**src/rtl/roulette_brake.sv**
```systemverilog
// roulette_brake: debounced key starts a fixed-rate step strobe; a second press
// brakes it, growing the step period linearly until the wheel halts.
module roulette_brake #(
   parameter int SYNC_STAGES     = 2,
   parameter int DEBOUNCE_CYCLES = 1000000,
   parameter int FAST_PERIOD     = 2500000,
   parameter int PERIOD_INC      = 1250000,
   parameter int SLOW_PERIOD     = 25000000,
   parameter int CW              = 32
) (
   input  logic          clk,
   input  logic          nrst,
   input  logic          key_n,
   output logic          step,
   output logic          spinning,
   output logic          braking,
   output logic [CW-1:0] period
);
   localparam int DW = $clog2(DEBOUNCE_CYCLES + 1);
   typedef enum logic [1:0] {HALT, SPIN, BRAKE} state_t;
   logic [SYNC_STAGES-1:0] r_sync;
   logic                   r_db;
   logic                   r_press;
   logic [DW-1:0]          r_dbcnt;
   state_t                 r_state;
   logic [CW-1:0]          r_tick;
   logic [CW-1:0]          r_period;
   logic                   r_spinning;
   logic                   r_braking;
   logic                   w_ks;
   logic                   w_db_done;
   logic                   w_step;
   logic [CW-1:0]          w_nxt;
   assign w_ks      = r_sync[SYNC_STAGES-1];
   assign w_db_done = (w_ks != r_db) && (r_dbcnt == DW'(DEBOUNCE_CYCLES - 1));
   assign w_step    = (r_state != HALT) && (r_tick == r_period - CW'(1));
   assign w_nxt     = r_period + CW'(PERIOD_INC);
   assign step      = w_step;
   assign spinning  = r_spinning;
   assign braking   = r_braking;
   assign period    = r_period;
   always_ff @(posedge clk or negedge nrst) begin
      if (!nrst) begin
         r_sync  <= '1;
         r_db    <= 1'b1;
         r_dbcnt <= '0;
         r_press <= 1'b0;
      end else begin
         r_sync  <= {r_sync[SYNC_STAGES-2:0], key_n};
         r_dbcnt <= (w_ks == r_db || w_db_done) ? '0 : r_dbcnt + 1'b1;
         r_db    <= w_db_done ? w_ks : r_db;
         r_press <= w_db_done && !w_ks;
      end
   end
   // tick is left running on the SPIN->BRAKE transition so braking keeps the phase
   always_ff @(posedge clk or negedge nrst) begin
      if (!nrst) begin
         r_state    <= HALT;
         r_tick     <= '0;
         r_period   <= CW'(FAST_PERIOD);
         r_spinning <= 1'b0;
         r_braking  <= 1'b0;
      end else begin
         case (r_state)
            HALT: begin
               r_tick <= '0;
               if (r_press) begin
                  r_state    <= SPIN;
                  r_period   <= CW'(FAST_PERIOD);
                  r_spinning <= 1'b1;
               end
            end
            SPIN: begin
               r_tick <= w_step ? '0 : r_tick + 1'b1;
               if (r_press) begin
                  r_state   <= BRAKE;
                  r_braking <= 1'b1;
               end
            end
            BRAKE: begin
               r_tick <= w_step ? '0 : r_tick + 1'b1;
               if (w_step && w_nxt <= CW'(SLOW_PERIOD))
                  r_period <= w_nxt;
               else if (w_step) begin
                  r_state    <= HALT;
                  r_spinning <= 1'b0;
                  r_braking  <= 1'b0;
               end
            end
            default: begin
               r_state    <= HALT;
               r_tick     <= '0;
               r_spinning <= 1'b0;
               r_braking  <= 1'b0;
            end
         endcase
      end
   end
endmodule

```
**config.mk**
```make
export PLATFORM = sky130hd
export DESIGN_NAME = roulette_brake
export DESIGN_NICKNAME = d
export VERILOG_FILES = /design/src/rtl/roulette_brake.sv
export SDC_FILE = /design/constraint.sdc
export NUM_CORES = 1
export LEC_CHECK = 0
export ABC_CLOCK_PERIOD_IN_PS = 6100
export BUFFER_PORTS_ARGS = -buffer_cell sky130_fd_sc_hd__clkbuf_2
export CORE_MARGIN = 10
export CORE_UTILIZATION = 60
export CTS_CLUSTER_DIAMETER = 100
export CTS_CLUSTER_SIZE = 25
export DETAILED_ROUTE_END_ITERATION = 6
export PLACE_DENSITY_LB_ADDON = 0.1
export SLEW_MARGIN = 20
export SYNTH_ARGS = -nofsm -noshare
export SYNTH_HDL_FRONTEND = slang
export SYNTH_SLANG_ARGS = --single-unit
```
**constraint.sdc**
```tcl
create_clock -name clk -period 6.1 [get_ports clk]
set_input_delay 0 -clock clk [delete_from_list [all_inputs] [get_ports clk]]
set_output_delay 0 -clock clk [all_outputs]
set_load 0.02 [all_outputs]
```
# Yosys cells after proc, flatten, opt, wreduce, memory -nomap -nowiden
# Cells that the tools add are included.
[word_totals]
n_memories = 0
word_cells = 57
register_bits = 92
latch_bits = 0
in_bits = 3
output_inout_bits = 35
mem_bits_ro = 0
ram_bits = 0
[classes]
n_div = 0
n_shift = 0
n_reduce_logical = 14
n_eq_ne = 11
n_lt_le_gt_ge = 1
muxes = 16
n_mul = 0
bitwise_logic = 2
addsub = 4
[op_table]
columns = ["operator", "n"]
rows = [
  ["32-bit two-way mux", 4],
  ["32-bit case mux with 2 select lines", 1],
  ["32-bit by 1-bit adder with 32-bit output (second input constant)", 1],
  ["32-bit by 21-bit adder with 32-bit output (second input constant)", 1],
  ["32-bit equality test", 1],
  ["32-bit by 25-bit <= comparator with 1-bit output (second input constant)", 1],
  ["32-bit by 1-bit subtractor with 32-bit output (second input constant)", 1],
  ["20-bit by 1-bit adder with 20-bit output (second input constant)", 1],
  ["20-bit equality test (second input constant)", 1],
  ["20-bit two-way mux", 1],
  ["4-bit AND reduction", 3],
  ["2-bit inequality test (second input constant)", 5],
  ["2-bit two-way mux", 4],
  ["1-bit case mux with 3 select lines", 2],
  ["2-bit case mux with 3 select lines", 1],
  ["1-bit logical AND", 4],
  ["2-bit nonzero test", 2],
  ["1-bit two-way mux", 3],
  ["3-bit AND reduction", 1],
  ["2-bit by 1-bit equality test with 1-bit output (second input constant)", 1],
  ["2-bit equality test (second input constant)", 1],
  ["2-bit logical NOT", 1],
  ["1-bit NOT", 2],
  ["2-bit OR reduction", 1],
  ["other kinds (4)", 4],
]

# Depth between registers and ports, before layout
[depth]
depth_word = 6
ltp_mapped = 14
depth_no_buf = 12

# Worst setup path after synthesis
# No wires, ideal clock.
[synth_path]
path_type = "register -> register"
from = "register r_period[4] (netlist: period[4])"
to = "register r_period[23] (netlist: period[23])"
path_stages_with_launch = 14
setup_ps = 69
path_slack_ps = 2076
n_path_buf = 2
arrival_time_ps = 3955
period_less_slack_ps = 4024
required_time_ps = 6031
cell_sequence = "dfrtp_1 -> clkbuf_1 -> inv_1 -> ha_1 -> nor3b_1 -> and4_1 -> mux2_2 -> or4b_2 -> nor4b_1 -> o2111ai_1 -> or2_1 -> buf_2 -> or4_1 -> nand3_1"
[synth_via]
elab_chain_cells = 6
word_cells_on_any_way = 10
classes_between = "add/sub: 2; order compare: 1; eq/ne: 2; mux: 2; reduce/logical: 3"
[synth_lines]
columns = ["item", "line", "text"]
rows = [
  ["start, declared", "27", "logic [CW-1:0] r_period;"],
  ["start signal, assigned", "60", "r_period <= CW'(FAST_PERIOD);"],
  ["start signal, assigned", "69", "r_period <= CW'(FAST_PERIOD);"],
  ["start signal, assigned", "83", "r_period <= w_nxt;"],
  ["parallel branches: the longest is 6 deep, another holds 32-bit by 21-bit adder with 32-bit output", "n/a", ""],
]
# Several ways; the timed one is not identified. The select of a mux whose other input is x is not followed.
# A chain may end at the register's enable or synchronous reset.

# Final worst setup path
[layout_path]
from = "register r_period[4] (netlist: period[4])"
to = "register r_period[4] (netlist: period[4])"
# The elaborated chain is that of the path after synthesis.

==> reports/results.tsv <==
metric	value	unit
Synth cell types	74	
row count	36	
final period utilization	83.4	%
CTS tree	yes	
clk root buf	clkbuf_8	
Post-route DRC	0	
Post CTS Setup Buffer Count	0	
Synth async-reset ratio	100	%
Synth Area per Inst	8.45	um^2
Critical Path Fanout Max	11	
CP required	6.36	ns
Die X	120	um
H-tree depth	3	
power per cell area	162	nW/um^2
Internal Power	0.783	mW
Combinational Power Share	2.0	%
core area	9730	um^2
commonest cells in the netlist	nor2_1 (103), dfrtp_1 (77), xnor2_1 (45)	
Sink Count	88	
TritonRoute pass-1 iters	5	
gr ovfl total	0	
startpoint class of the critical path	flop	
Detail Route Antenna Nets	0	
via count	5420	
Top FF cell, synth	dfrtp_1	
top-count cell post-synth	nor2_1	
Leak	2.73	nW
Initial Util	61.6	%
Clock Latency Late Sink	0.38	ns
synth top area cells	dfrtp_1 (32%), xnor2_1 (6.6%), nor2_1 (6.5%), xor2_1 (6.1%), dfstp_2 (4.8%)	
P_sw	0.250	mW
Setup violations, final	0	
Max Cap Viol	0	
largest net degree at the start of global routing	58	
gp weighted congestion	0.965	
status	finished, final reports clean	
r2r worst-path depth	11	
RSZ-0062 raised after global routing	no	
layout cell share with drive strength beyond 1	11.1	%
# nets final	726	
Slew Limit Fails	0	
mapped cell area	5990	um^2
maximum clock path buffer count	2	
non-filler instance count after layout	853	
shortest period the worst path allows	5.09	ns
register area	2220	um^2
number of port buffers	33	
GR Util All Layers	22.6	%
initial antenna violation count	0	
detailed placement HPWL	11.8	mm
filler instances	830	
sequential power share	56.9	%
Num CTS Buffers	9	
Post-CTS Hold Fix Bufs	2	
number of inserted diodes	0	
Hold Fails Final Rpt	0	
Syn Inst Count	709	
number of synthesized flops with an enable pin	0	
WL final	16.1	mm
register area share after synthesis	37.0	%
worst-margin pin slew	0.863	ns
TNS Setup	0	ns
fmax	196	MHz
# resized after CTS	0	
DR WL/cell	18.8	um
kind of critical path	flop to flop	
Synth area leader	dfrtp_1	
Die ar.	14400	um^2
hold crit path type	primary input to asynchronous set/reset pin	
Avg Vias per Cell	6.35	
crit path DAT	5.35	ns
Synth Register Bits	88	
synthesis-to-layout area growth	6.66	%
first-pass GRT wire length	26.8	mm
clk slew on worst S/H paths	0.09	ns
Sw Share	24.2	%
Initial DRC Count	448	
Yosys Warn Count	0	
vias in the first global route	5260	
Clk network pwr share	41.0	%
final core utilization	65.7	%
Die H	120	um
Crit. End Element	flop	
area occupied by multi-input gates	3530	um^2
clk_skew	0.0142	ns
Cells after DPL	835	
worst vdd ir	116	uV
top cell type's share of synthesized area	32.2	%
slew margin rel.	42.1	%
I/O pin count	38	
==> worst paths after layout <==
check / startpoint / endpoint / slack, ns
setup / recovery: period[4]$_DFFE_PN0P_ / period[4]$_DFFE_PN0P_ / 1.01
hold / removal: nrst / r_tick[8]$_DFF_PN0_ / 0.10
setup reg to reg: period[4]$_DFFE_PN0P_ / period[4]$_DFFE_PN0P_ / 1.01
hold reg to reg: r_sync[0]$_DFF_PN1_ / r_sync[1]$_DFF_PN1_ / 0.39
max in group asynchronous: nrst / r_dbcnt[1]$_DFF_PN0_ / 4.94
min in group clk: key_n / r_sync[0]$_DFF_PN1_ / 0.27
==> through the flow <==
step | area (um^2) | power (mW) | hold slack (ns) | setup WS [ns]
after global placement | 6170 | 0.619 | -0.0529 | 1.34
after global routing | 6390 | 1.07 | 0.125 | 0.757
after floorplan | 6000 | 0.608 | -0.296 | 2.08
final | 6390 | 1.03 | 0.100 | 1.01
after CTS | 6390 | 1.04 | 0.102 | 0.982
after detailed placement | 6170 | 0.620 | -0.0398 | 1.01
==> state kept, by name, summed over array words and instances, names as in the netlist <==
signal and flops:
r_sync 2, r_db 1, braking 1, r_state 2, r_dbcnt 20, spinning 1
r_tick 32, r_press 1, period 28
==> final cells by class <==
class                      count  area share, %
clock buffer                   9           1.94
timing repair buffer          37           3.17
sequential                    88           34.7
multi-input combinational    560           55.3
tap                          133           2.60
clock inverter                 7           1.23
inverter                      19           1.12
==> per-layer routing <==
| layer | global-route usage (%) | vias up | part of all wire (%) |
|---|---|---|---|
| li1 | - | 2548 | - |
| met1 | 29.8 | 2624 | 44 |
| met2 | 36.2 | 217 | 47 |
| met3 | 3.75 | 31 | 6.6 |
| met4 | 8.82 | 0 | 2.0 |
| met5 | 0 | - | 0 |
==> power groups by stage <==
stage / clock [mW] / sequential (mW) / combinational (mW)
after floorplan: 0 / 0.599 / 0.00871
after global placement: 0 / 0.599 / 0.0199
after detailed placement: 0 / 0.599 / 0.0208
after CTS: 0.430 / 0.588 / 0.0217
after global routing: 0.453 / 0.589 / 0.0247
final: 0.424 / 0.588 / 0.0209
==> worst max-delay path: stages, from the launching register on <==
cell	delay, ns
dfrtp_1	0.49
inv_1	0.18
ha_1	0.28
nor3b_1	0.66
and4_1	0.29
mux2_2	0.34
or4b_2	0.61
nor4b_1	0.35
o2111ai_1	0.34
nor2_1	0.60
o21ai_1	0.42
mux2_2	0.41
==> cell usage in the layout, fill, tap and decap left out, types with 6 or more instances in the layout <==
cell / netlist / final
a31oi_1: 13 / 13
and3_1: 17 / 17
nor2_1: 103 / 103
dfstp_2: 11 / 11
dfrtp_1: 77 / 77
o21ai_0: 14 / 13
nand4_1: 22 / 22
nor4_1: 8 / 8
xnor2_1: 45 / 45
inv_1: 19 / 19
nor3_1: 24 / 24
and4_1: 7 / 7
xor2_1: 42 / 42
clkbuf_8: 0 / 9
clkbuf_2: 0 / 32
nand3_1: 39 / 39
or2_2: 6 / 6
o211ai_1: 9 / 9
nand2_1: 43 / 42
ha_1: 8 / 8
or3_1: 12 / 12
a21oi_1: 20 / 20
and2_1: 9 / 9
or4_1: 8 / 8
==> cells by family (layout without fill, tap and decap cells) <==
kind of cell	count (synthesis)	count (layout)	share of synthesized area, %
buf+inv	64	72	4.30
compound gates	127	127	15.1
mux	6	6	1.06
xor+xnor	87	87	12.7
simple gates	328	328	28.1
other cells	1	4	0.0626
flops	88	88	37.0
fa+ha+maj	8	8	1.67
Power figures use the tool's default switching activity.
